$ cat config.mk
export PLATFORM = sky130hd
export DESIGN_NAME = exe_mem_reg
export DESIGN_NICKNAME = d
export VERILOG_FILES = /design/src/rtl/exe_mem_reg_pkg.sv /design/src/rtl/exe_mem_reg_sat_counter.sv /design/src/rtl/exe_mem_reg.sv
export SDC_FILE = /design/constraint.sdc
export NUM_CORES = 1
export LEC_CHECK = 0
export ABC_AREA = 1
export CAP_MARGIN = 0
export CORE_MARGIN = 3
export CORE_UTILIZATION = 44
export CTS_CLUSTER_DIAMETER = 30
export DETAILED_ROUTE_END_ITERATION = 12
export PLACE_DENSITY = 0.87
export SLEW_MARGIN = 20
export SYNTH_ARGS = -nofsm -noshare
export SYNTH_HDL_FRONTEND = slang
export SYNTH_SLANG_ARGS = --single-unit
$ cat constraint.sdc
create_clock -name clk -period 2.8 [get_ports clk]
set_input_delay 0.56 -clock clk [delete_from_list [all_inputs] [get_ports clk]]
set_output_delay 0.56 -clock clk [all_outputs]
set_load 0.01 [all_outputs]
$ cat src/rtl/exe_mem_reg_pkg.sv
// Shared types and defaults for the EXE->MEM pipeline register.
// Optional performance counters are enabled with the MEM_PERF_CNT_EN define.
package exe_mem_reg_pkg;

    typedef enum logic {
        IDLE = 1'b0,
        BUSY = 1'b1
    } state_e;

    localparam int DATA_W_DEF = 32;
    localparam int REG_W_DEF  = 4;
    localparam int PERF_W     = 32;

    typedef struct packed {
        logic valid;
        logic wb_en;
        logic r_en;
        logic w_en;
    } ctrl_t;

    // A bubble clears every control bit; a load+store collision keeps only the store.
    function automatic ctrl_t capture_ctrl(input logic valid, input logic wb_en,
                                           input logic r_en, input logic w_en);
        ctrl_t c;
        c.valid = valid;
        c.wb_en = valid & wb_en;
        c.w_en  = valid & w_en;
        c.r_en  = valid & r_en & ~w_en;
        return c;
    endfunction

endpackage

$ cat src/rtl/exe_mem_reg_sat_counter.sv
// Saturating up-counter with synchronous clear; only built when MEM_PERF_CNT_EN is defined.
`ifdef MEM_PERF_CNT_EN
module exe_mem_reg_sat_counter #(
    parameter int W = 32
) (
    input  logic         clk,
    input  logic         rst,
    input  logic         inc_i,
    output logic [W-1:0] cnt_o
);

    logic [W-1:0] cnt_q, cnt_d;

    always_comb begin
        cnt_d = cnt_q;
        if (inc_i && (cnt_q != '1))
            cnt_d = cnt_q + 1'b1;
    end

    always_ff @(posedge clk) begin
        if (rst) cnt_q <= '0;
        else     cnt_q <= cnt_d;
    end

    assign cnt_o = cnt_q;

endmodule
`endif

$ cat src/rtl/exe_mem_reg.sv
// EXE/MEM pipeline register: holds a memory request until mem_ready and freezes upstream meanwhile.
// Define MEM_PERF_CNT_EN to add perf_mem_ops / perf_stall_cycles counters.
module exe_mem_reg
    import exe_mem_reg_pkg::*;
#(
    parameter int DATA_W = DATA_W_DEF,
    parameter int REG_W  = REG_W_DEF
) (
    input  logic              clk,
    input  logic              rst,
    input  logic              exe_valid,
    input  logic              exe_wb_en,
    input  logic              exe_mem_r_en,
    input  logic              exe_mem_w_en,
    input  logic [DATA_W-1:0] exe_alu_result,
    input  logic [DATA_W-1:0] exe_st_val,
    input  logic [REG_W-1:0]  exe_dest,
    input  logic              mem_ready,
    output logic              mem_read,
    output logic              mem_write,
    output logic [DATA_W-1:0] address,
    output logic [DATA_W-1:0] data,
    output logic              wb_en_out,
    output logic [REG_W-1:0]  dest_out,
    output logic              mem_valid_out,
    output logic              freeze
`ifdef MEM_PERF_CNT_EN
    ,
    output logic [PERF_W-1:0] perf_mem_ops,
    output logic [PERF_W-1:0] perf_stall_cycles
`endif
);

    state_e            state_q, state_d;
    ctrl_t             ctrl_q, ctrl_d;
    logic [DATA_W-1:0] addr_q, addr_d;
    logic [DATA_W-1:0] st_q, st_d;
    logic [REG_W-1:0]  dest_q, dest_d;
    logic              busy;

    assign busy   = (state_q == BUSY);
    assign freeze = busy & ~mem_ready;

    // Capture whenever not frozen, so the ready cycle of one access also loads the next op.
    always_comb begin
        state_d = state_q;
        ctrl_d  = ctrl_q;
        addr_d  = addr_q;
        st_d    = st_q;
        dest_d  = dest_q;
        if (!freeze) begin
            ctrl_d  = capture_ctrl(exe_valid, exe_wb_en, exe_mem_r_en, exe_mem_w_en);
            addr_d  = exe_alu_result;
            st_d    = exe_st_val;
            dest_d  = exe_dest;
            state_d = (ctrl_d.r_en | ctrl_d.w_en) ? BUSY : IDLE;
        end
    end

    always_ff @(posedge clk) begin
        if (rst) begin
            state_q <= IDLE;
            ctrl_q  <= '0;
            addr_q  <= '0;
            st_q    <= '0;
            dest_q  <= '0;
        end else begin
            state_q <= state_d;
            ctrl_q  <= ctrl_d;
            addr_q  <= addr_d;
            st_q    <= st_d;
            dest_q  <= dest_d;
        end
    end

    assign mem_read  = busy & ctrl_q.r_en;
    assign mem_write = busy & ctrl_q.w_en;
    assign address   = addr_q;
    assign data      = st_q;
    assign wb_en_out = ctrl_q.wb_en;
    assign dest_out  = dest_q;
    // A stalled access reports valid only on its completing cycle.
    assign mem_valid_out = busy ? mem_ready : ctrl_q.valid;

`ifdef MEM_PERF_CNT_EN
    exe_mem_reg_sat_counter #(.W(PERF_W)) u_ops_cnt (
        .clk   (clk),
        .rst   (rst),
        .inc_i (busy & mem_ready),
        .cnt_o (perf_mem_ops)
    );

    exe_mem_reg_sat_counter #(.W(PERF_W)) u_stall_cnt (
        .clk   (clk),
        .rst   (rst),
        .inc_i (freeze),
        .cnt_o (perf_stall_cycles)
    );
`endif

endmodule

== Yosys cells after proc, flatten, opt, wreduce, memory -nomap -nowiden ==
Index checks and enable logic that the tools add are counted.
Storage, ports and cells
  bits in read-only memories: 0
  bits in registers: 73
  latch bits: 0
  memories: 0
  output and inout port bits: 73
  bits in writable memories: 0
  bits of input ports: 75
  word-level logic and storage cells: 20
Operators by class
  bitwise logic cells: 10
  mux-type cells: 2
  $lt $le $gt $ge: 0
  shift operators: 0
  reductions and logical operators: 0
  multipliers: 0
  add/subtract/negate cells: 0
  div/mod/pow operators: 0
  equal/unequal tests: 0
Operators with widths (count)
  $and 1x1->1: 7
  $mux 1: 2
  $not 1->1: 2
  $or 1x1->1: 1

== Longest topological paths before layout ==
Gate-level depths: netlist (run 1).
  depth after elaboration: 4
  gate-level depth with buffers: 6
  mapped depth without buffers: 5

== Worst setup path before layout (run 1) ==
No wires, ideal clock.
  path type: input port to output port
  start point: input mem_ready
  end point: output mem_valid_out
  data required time: 2.240 ns
  path buffers: 1
  cell stages on the path: 5
  slack: 1.184 ns
  arrival time: 1.056 ns
  cell sequence: inv_2 nand2_4 inv_6 buf_6 nor2_1
Between the ends
  cells in the longest elaborated chain, start to end: 1
Ends and longest elaborated chain
  start, declared: line exe_mem_reg.sv:18  | input logic mem_ready,
  $mux 1: line exe_mem_reg.sv:83  | assign mem_valid_out = busy ? mem_ready : ctrl_q.valid;
  end, declared: line exe_mem_reg.sv:25  | output logic mem_valid_out,
No other way between the ends.

== Worst setup path in the final report (run 1) ==
Same ends and word-level chain as after synthesis.

==> results of run 1 <==
[Yosys cell counts (all sizes together)]
library cell | n | share of area, %
nand3 | 3 | 0.80
nand2 | 80 | 9.9
dfxtp | 73 | 47
clkbuf | 5 | 0.60
o21ai | 1 | 0.16
a21oi | 2 | 0.32
inv | 7 | 1.0
nand3b | 68 | 16
nor2 | 141 | 17
buf | 24 | 7.1
[metal layers]
| metal | vias up | track usage (%) |
|---|---|---|
| met1 | 1369 | 25.0 |
| met3 | 9 | 6.28 |
| met2 | 104 | 33.9 |
| met5 | - | 0 |
| met4 | 0 | 5.99 |
| li1 | 1526 | - |
[per-stage QoR]
step | power [mW] | hold slack, ns | cell area [um2] | util, % | std cells
CTS | 2.51 | 0.489 | 4710 | 69.0 | 639
global placement | 1.68 | 0.463 | 4520 | 66.1 | 624
detailed placement | 1.69 | 0.473 | 4520 | 66.1 | 624
finish | 2.48 | 0.483 | 4710 | 69.0 | 639
floorplan | 1.42 | 0.450 | 3120 | - | 404
global route | 2.60 | 0.509 | 4710 | 69.0 | 639
[power by group]
part           internal, mW  total [mW]  switching (mW)  leakage, nW
combinational         0.296       0.513           0.218         1.28
sequential             1.11        1.15          0.0394        0.609
clock                 0.453       0.815           0.362        0.102
[final cells by class]
class | count | area (um2)
clock buffers | 12 | 155
multi-input cells | 295 | 1390
fillers | 602 | 2120
clock inverters | 3 | 40.0
inverters | 7 | 31.3
repair buffers | 153 | 1520
flip-flops and latches | 73 | 1460
well taps | 96 | 120
[cells by family after synthesis]
| group | synth area share, % |
|---|---|
| AND/OR/NAND/NOR | 44.0 |
| buffers and inverters | 8.70 |
| flip-flops | 46.8 |
| AO/OA/AOI/OAI | 0.481 |
[state kept, by name (all words and copies together) (netlist names)]
signal,flops
wb_en_out,1
busy,1
address,32
ctrl_q,3
dest_out,4
data,32
[layout by cell type, fill, tap and decap left out]
cell	n
o21ai_0	1
dfxtp_1	72
nand3_2	2
clkdlybuf4s50_1	147
bufinv_16	1
inv_2	2
nand2_1	79
dfxtp_2	1
inv_1	4
nand2_4	1
buf_4	6
nand3_1	1
nor2_1	141
nand3b_1	68
inv_6	1
clkbuf_8	11
clkinv_2	2
a21oi_1	2
clkbuf_1	1
[path summary, 6_finish.rpt]
kind / startpoint / to
worst max-delay path: mem_ready / mem_valid_out
worst min-delay path: wb_en_out / wb_en_out
worst max register to register: busy / ctrl_q[1]
worst min register to register: wb_en_out / wb_en_out
[worst min-delay path, stage by stage, from the launching register on]
cell and delay, ns:
dfxtp_1 0.32, nand3_2 0.06, a21oi_1 0.06
==> metrics.md, run 1 <==
| Metric | Value |
|---|---|
| Global-route usage over all layers | `20.2%` |
| Hold Crit Depth | `2` |
| CP required | `2.24 ns` |
| Floorplan Core Area | `0.00683 mm2` |
| H-tree Lvls | `3` |
| Leakage | `1.99 nW` |
| Die footprint | `0.00814 mm2` |
| Detail Route Antenna Nets | `0` |
| Final-report setup violation count | `0` |
| Die W | `90.2 um` |
| DR WL/cell | `13.1 um` |
| Drt pass-1 iters | `5` |
| Crit path launch type | `primary input` |
| VDD IR-drop max | `270 uV` |
| First-pass GRT wire length | `13.8 mm` |
| Synth cell types | `17` |
| Flops & latches, synth | `73` |
| Final worst slack | `0.296 ns` |
| Slew HR | `51.2%` |
| Hold Path Class | `flop to flop` |
| Total of max-cap violations | `0` |
| Setup Crit Path Kind | `primary input to output pin` |
| Final Max Tran Viols | `0` |
| Largest net degree at the start of global routing | `72` |
| Arrival @ worst endpoint | `1.94 ns` |
| Tmin final | `2.50 ns` |
| WL met3 | `611 um` |
| I/O pins | `148` |
| Resize count post-CTS | `0` |
| FF-to-FF setup slack | `1.17 ns` |
| Clk_skew | `0.00705 ns` |
| Gr ovfl total | `0` |
| Worst R2R Path Depth | `4` |
| Status | `complete, no violations` |
| WL final | `8.40 mm` |
| Post-CTS Setup Inserts | `0` |
| CP cell instances | `clkdlybuf4s50_1 -> inv_2 -> nand2_4 -> inv_6 -> nor2_1 -> clkdlybuf4s50_1` |
| Drc violations | `0` |
| Max Used Layer | `met4` |
| Critical path's largest stage delay | `0.55 ns` |
| Root buffer cell | `clkbuf_8` |
| Worst Max-Slew Pin Slew | `0.733 ns` |
| CTS tree | `yes` |
| Row count | `30` |
| WL met2 | `4.14 mm` |
| Ys Warns | `0` |
| Count of final hold-check violations | `0` |
| Cells after synthesis | `404` |
| Worst skew pair latency | `0.33 ns` |
| Crit share post-route | `89.4%` |
| Syn_nets | `479` |
| Critical Path Sink Type | `output pin` |
| Fraction of layout instances using a drive strength above 1 | `4.97%` |
| Final #Nets | `614` |
| Number of port buffers | `147` |
| Maximum buffer depth of the clock tree | `2` |
| Buf+Inv Stages, Crit Path | `4` |
| Mean Syn Cell Area | `7.72 um2` |
| Met1 WL | `3.53 mm` |
| Crit path max-delay cell type | `clkdlybuf4s50_1` |
| Cts hold-fix bufs | `0` |
| Initial DRC count | `123` |
| Fin Setup TNS | `0 ns` |
| RSZ-0062 raised after global routing | `false` |
| Detail Placement HPWL | `5.62 mm` |
| Most used cell, CP | `clkdlybuf4s50_1` |
| Height of the die | `90.2 um` |
| Pwr Density | `527 mW/mm2` |
| Crit path max-delay family | `buffers and inverters` |
| Num CTS Buffers | `9` |
| Worst path depth | `6` |
| Antenna Cells | `0` |
| Register area share after synthesis | `46.8%` |
| Worst-path clk slew | `0.07 ns` |
| Mapped Area | `0.00312 mm2` |
| Gpl congestion | `0.709` |
| Initial antenna violation count | `0` |
| Detailed-route via count | `3008` |
| Initial Util | `45.7%` |
| Pre-CTS setup slack | `0.309 ns` |
| Via density | `4.71` |
| Area growth syn-to-layout | `51.0%` |
| Total clock sinks | `73` |
| CP Max Fanout | `11` |
| Fmax | `399 MHz` |
| Vias in the first global route | `2917` |
Power figures use the tool's default switching activity.
==> run 2: changes to the inputs <==
CORE_ASPECT_RATIO = 0.7   (was default)
MAX_ROUTING_LAYER = met4   (was default)
==> run 2 against run 1 <==
  * Final cell count shrank 0.47%
  * Clock-buffer cell count fell by 1
  * Total power fell by 3.8%
  * Via count increased by 2.4%
  * Sequential share of layout area is 0.11 points higher
  * Critical path depth unchanged
==> metrics.md, run 2 (synthesized netlist as in run 1, its figures left out) <==
| Metric | Value |
|---|---|
| Final #Nets | `614` |
| Placed cell count | `622` |
| Placed Area | `0.00453 mm2` |
| Hold Path Class | `flop to flop` |
| Most common cell after layout, fill and taps aside | `clkdlybuf4s50_1` |
| Initial Util | `45.8%` |
| DR WL/cell | `13.6 um` |
| Antenna Cells | `0` |
| Leakage | `1.98 nW` |
| Count of final hold-check violations | `0` |
| Total clock sinks | `73` |
| Via density | `4.84` |
| Clk_skew | `0.0103 ns` |
| Fraction of layout instances using a drive strength above 1 | `4.98%` |
| Crit path max-delay cell type | `clkdlybuf4s50_1` |
| Area growth syn-to-layout | `50.5%` |
| Hold Crit Start | `ctrl_q[0]` |
| Final core utilization | `68.9%` |
| Floorplan Core Area | `0.00682 mm2` |
| Busiest metal layer after global routing | `met2` |
| Fmax | `411 MHz` |
| CTS tree | `yes` |
| Slew HR | `49.2%` |
| Most frequent cells in the layout | `147 x clkdlybuf4s50_1, 141 x nor2_1, 79 x nand2_1` |
| Final Max Tran Viols | `0` |
| Fin cells | `636` |
| Drc violations | `0` |
| Initial DRC count | `136` |
| Buf+Inv Stages, Crit Path | `4` |
| Number of port buffers | `147` |
| Tmin final | `2.43 ns` |
| Detailed-route via count | `3081` |
| Final Hold Slack | `0.495 ns` |
| FF-to-FF setup slack | `1.30 ns` |
| Die footprint | `0.00815 mm2` |
| Crit path max-delay family | `buffers and inverters` |
| H-tree Lvls | `3` |
| Worst skew pair latency | `0.33 ns` |
| Global-route usage over all layers | `21.5%` |
| Crit path launch type | `primary input` |
| Design area | `0.00470 mm2` |
| CP Max Fanout | `5` |
| GR Util met3 | `7.03%` |
| Die W | `107 um` |
| CP cell instances | `clkdlybuf4s50_1 -> inv_2 -> nand2_4 -> inv_6 -> nor2_1 -> clkdlybuf4s50_1` |
| Worst Max-Slew Pin Slew | `0.762 ns` |
| Setup Crit Path Kind | `primary input to output pin` |
| Total of max-cap violations | `0` |
| Gr ovfl total | `0` |
| Worst R2R Path Depth | `5` |
| Critical path's largest stage delay | `0.55 ns` |
| Num CTS Buffers | `9` |
| Initial antenna violation count | `0` |
| Arrival @ worst endpoint | `1.87 ns` |
| Crit share post-route | `86.9%` |
| Worst reg2reg endpoint | `dest_out[0]` |
| Most used cell, CP | `clkdlybuf4s50_1` |
| CP required | `2.24 ns` |
| Largest net degree at the start of global routing | `72` |
| Met2 global-route usage | `34.7%` |
| Drt pass-1 iters | `5` |
| Fin Setup TNS | `0 ns` |
| Grt met1 use | `26.2%` |
| WHS Endpoint | `ctrl_q[0]` |
| Worst-path clk slew | `0.07 ns` |
| Detail Placement HPWL | `5.89 mm` |
| WL final | `8.67 mm` |
| Maximum buffer depth of the clock tree | `2` |
| Critical R2R Launch | `busy` |
| Vias in the first global route | `2969` |
| I/O pins | `148` |
| Pwr Density | `509 mW/mm2` |
| Gpl congestion | `0.776` |
| Status | `complete, no violations` |
| Post-CTS Setup Inserts | `0` |
| VDD IR-drop max | `330 uV` |
| Cts hold-fix bufs | `0` |
| Root buffer cell | `clkbuf_8` |
| Row count | `25` |
| Hold Crit Depth | `2` |
| Critical Path Sink Type | `output pin` |
| Height of the die | `76.5 um` |
| First-pass GRT wire length | `14.0 mm` |
| Resize count post-CTS | `0` |
| Final-report setup violation count | `0` |
| RSZ-0062 raised after global routing | `false` |
| Detail Route Antenna Nets | `0` |
run 2: cell types whose count changed in the layout (fill, tap and decap cells not counted):
cell | before | now
buf_12 | 0 | 1
buf_4 | 6 | 5
bufinv_16 | 1 | 0
clkbuf_1 | 1 | 0
clkinvlp_4 | 0 | 1
run 2: layout make-up:
class                           count  area [um2]
Sequential cell                    73        1460
Tap cell                           94         118
Fill cell                         560        2120
Inverter                            7        31.3
Timing Repair Buffer              153        1530
Clock inverter                      3        17.5
Clock buffer                       11         151
Multi-Input combinational cell    295        1390
run 2: tightest hold or removal path, delay by kind of cell, from the launching register on:
| kind | cells | cell delay [ns] |
|---|---|---|
| flip-flops | 1 | 0.31 |
| AND/OR/NAND/NOR | 2 | 0.14 |
run 2: layer usage:
layer  vias to the layer above  part of all wire (%)  wire length, um
li1                       1527                     -                -
met4                         0                  0.75               65
met1                      1445                    45             3860
met3                         7                   7.7              665
met5                         -                     0                0
met2                       102                    47             4070
run 2: stage by stage:
stage / setup slack, ns / power (mW)
2_1_floorplan: 1.18 / 1.42
4_1_cts: 0.362 / 2.42
3_3_place_gp: 0.407 / 1.68
6_report: 0.365 / 2.39
3_5_place_dp: 0.378 / 1.70
5_1_grt: 0.317 / 2.50
run 2: worst max path at each step:
stage | from | to | cells past startpoint
after floorplan | mem_ready | mem_valid_out | 5
after global placement | mem_ready | mem_valid_out | 6
after detailed placement | mem_ready | mem_valid_out | 6
after CTS | mem_ready | mem_valid_out | 6
after global routing | mem_ready | mem_valid_out | 6
final | mem_ready | mem_valid_out | 6
run 2: where the power goes:
part	internal, mW	switching [mW]
combinational	0.298	0.225
clock	0.357	0.358
sequential	1.12	0.0366
total	1.77	0.620
==> RTL edit: new RTL, config.mk and constraints of run 1 <==
`DATA_W_DEF`: 32 -> 28.
--- a/src/rtl/exe_mem_reg_pkg.sv
+++ b/src/rtl/exe_mem_reg_pkg.sv
@@ -7,7 +7,7 @@
         BUSY = 1'b1
     } state_e;
 
-    localparam int DATA_W_DEF = 32;
+    localparam int DATA_W_DEF = 28;
     localparam int REG_W_DEF  = 4;
     localparam int PERF_W     = 32;
 
Ports: changed (resized address, data, exe_alu_result and exe_st_val); port bits go from 148 to 132. No check against the original RTL was run, so the function may have changed too.
==> RTL edit against run 1 <==
Clock power shrank 13%. Cell area down 11%. Die area shrank 13%. Sequential cell count is 8 lower. Power down 12%. Worst setup slack better by 58 ps. Non-clock buffer count down 18. Wire length fell by 8.3%. Synthesized area fell by 14%.
==> RTL edit: results (changes against run 1) <==
Latest clock arrival within the worst-skew pair: 330 ps (about the same)
Detailed-routing wirelength on met1: 3330 um (was 3530 um)
Hold path startpoint: wb_en_out$_SDFFE_PP0N_ (unchanged)
Post-Synth XOR/XNOR Area: 0 (unchanged)
Worst-Margin Slew: 668 ps (was 733 ps)
Seq/Total Area, Yosys: 0.482 (was 0.468)
Outcome: complete, no violations (unchanged)
First-pass GRT wire length: 12500 um (was 13800 um)
Seq pwr: 1.03 mW (was 1.15 mW)
Total GRT Usage: 0.213 (was 0.202)
R2R Setup Slk: 1070 ps (was 1170 ps)
Synth area leaders: dfxtp_1 (48%), nor2_1 (18%), nand3b_1 (17%) (was dfxtp_1 (47%), nor2_1 (17%), nand3b_1 (16%))
Placed Cells: 544 (was 624)
Pwr Total: 2.20 mW (was 2.48 mW)
Initial DRC count: 141 (was 123)
Largest net degree at the start of global routing: 64 (was 72)
WHS: 494 ps (was 483 ps)
Unique masters post-synth: 14 (was 17)
Routed length on met2: 3640 um (was 4140 um)
Met3 routed WL: 630 um (was 611 um)
Layout cells sized above 1: 0.0471 (was 0.0497)
FF-to-FF path depth: 5 (was 4)
Hpwl dp: 4960 um (was 5620 um)
Post-placement cell area: 4000 sq um (was 4520 sq um)
Area taken by multi-input logic gates: 1230 sq um (was 1390 sq um)
Routing usage on met3: 0.0844 (was 0.0628)
Min-Delay Path Depth: 2 (unchanged)
Routed wire length: 7700 um (was 8400 um)
Synth Area in Compound Gates: 0.00371 (was 0.00481)
Leak pwr: 1.77 nW (was 1.99 nW)
Crit-path leading delay family: buffers and inverters (unchanged)
Comb. pwr: 0.458 mW (was 0.513 mW)
Syn Inst Count: 362 (was 404)
Crit-path max cell delay: 540 ps
Critical Path Slowest Stage Cell: clkdlybuf4s50_1 (unchanged)
CP max FO: 7 (was 11)
Min cycle time layout: 2450 ps (was 2500 ps)
Reg2reg end: data[0]$_SDFFE_PP0N_ (was ctrl_q[1]$_SDFFE_PP0N_)
Nets@finish: 550 (was 614)
Sw frac: 0.261 (was 0.249)
Worst hold endpoint: wb_en_out$_SDFFE_PP0N_ (unchanged)
Synth Area in Adders: 0 (unchanged)
Number of port buffers: 131 (was 147)
Maximum vdd drop: 370 uV (was 270 uV)
DRT Pass-1 Iters: 4 (was 5)
Filler cells: 449 (was 602)
Vias in the first global route: 2629 (was 2917)
Mux contribution to synthesized area: 0 (unchanged)
Met1 Track Usage GR: 0.258 (was 0.250)
Critical Path AT: 1890 ps (was 1940 ps)
Final Non-Filler Cells: 560 (was 639)
Max Clock Skew: 3.82 ps (was 7.05 ps)
Met2 Track Usage GR: 0.346 (was 0.339)
Post-Place Worst Slack: 356 ps (was 309 ps)
GP Congestion: 0.759 (was 0.709)
Post-Syn Nets: 429 (was 479)
Via count: 2746 (was 3008)
Post-synth top cells: nor2_1 (127), nand2_1 (72), dfxtp_1 (65), nand3b_1 (60), buf_4 (10) (was nor2_1 (141), nand2_1 (79), dfxtp_1 (73), nand3b_1 (68), buf_6 (13))
==> RTL edit: cell types whose count changed in the layout (fill, tap and decap cells not counted), moves of 2 or more <==
cell                    run 1  this run
dfxtp_1                    72        64
nand2_1                    79        72
clkdlybuf4s50_1           147       131
buf_4                       6         3
nand3_1                     1         3
nor2_1                    141       127
nand3b_1                   68        60
nand3_2                     2         0
==> RTL edit: worst register-to-register path, delay by kind of cell, from the launching register on <==
family / cells / cell delay (ps)
DFF: 1 / 590
and+or+nand+nor: 3 / 440
buffers and inverters: 2 / 630
==> RTL edit: layout make-up <==
class | instances | share of cell area
Clock buffer | 13 | 0.0380
Clock inverter | 3 | 0.00359
Inverter | 7 | 0.00689
Multi-Input combinational cell | 265 | 0.294
Sequential cell | 65 | 0.312
Tap cell | 72 | 0.0216
Timing Repair Buffer | 135 | 0.324
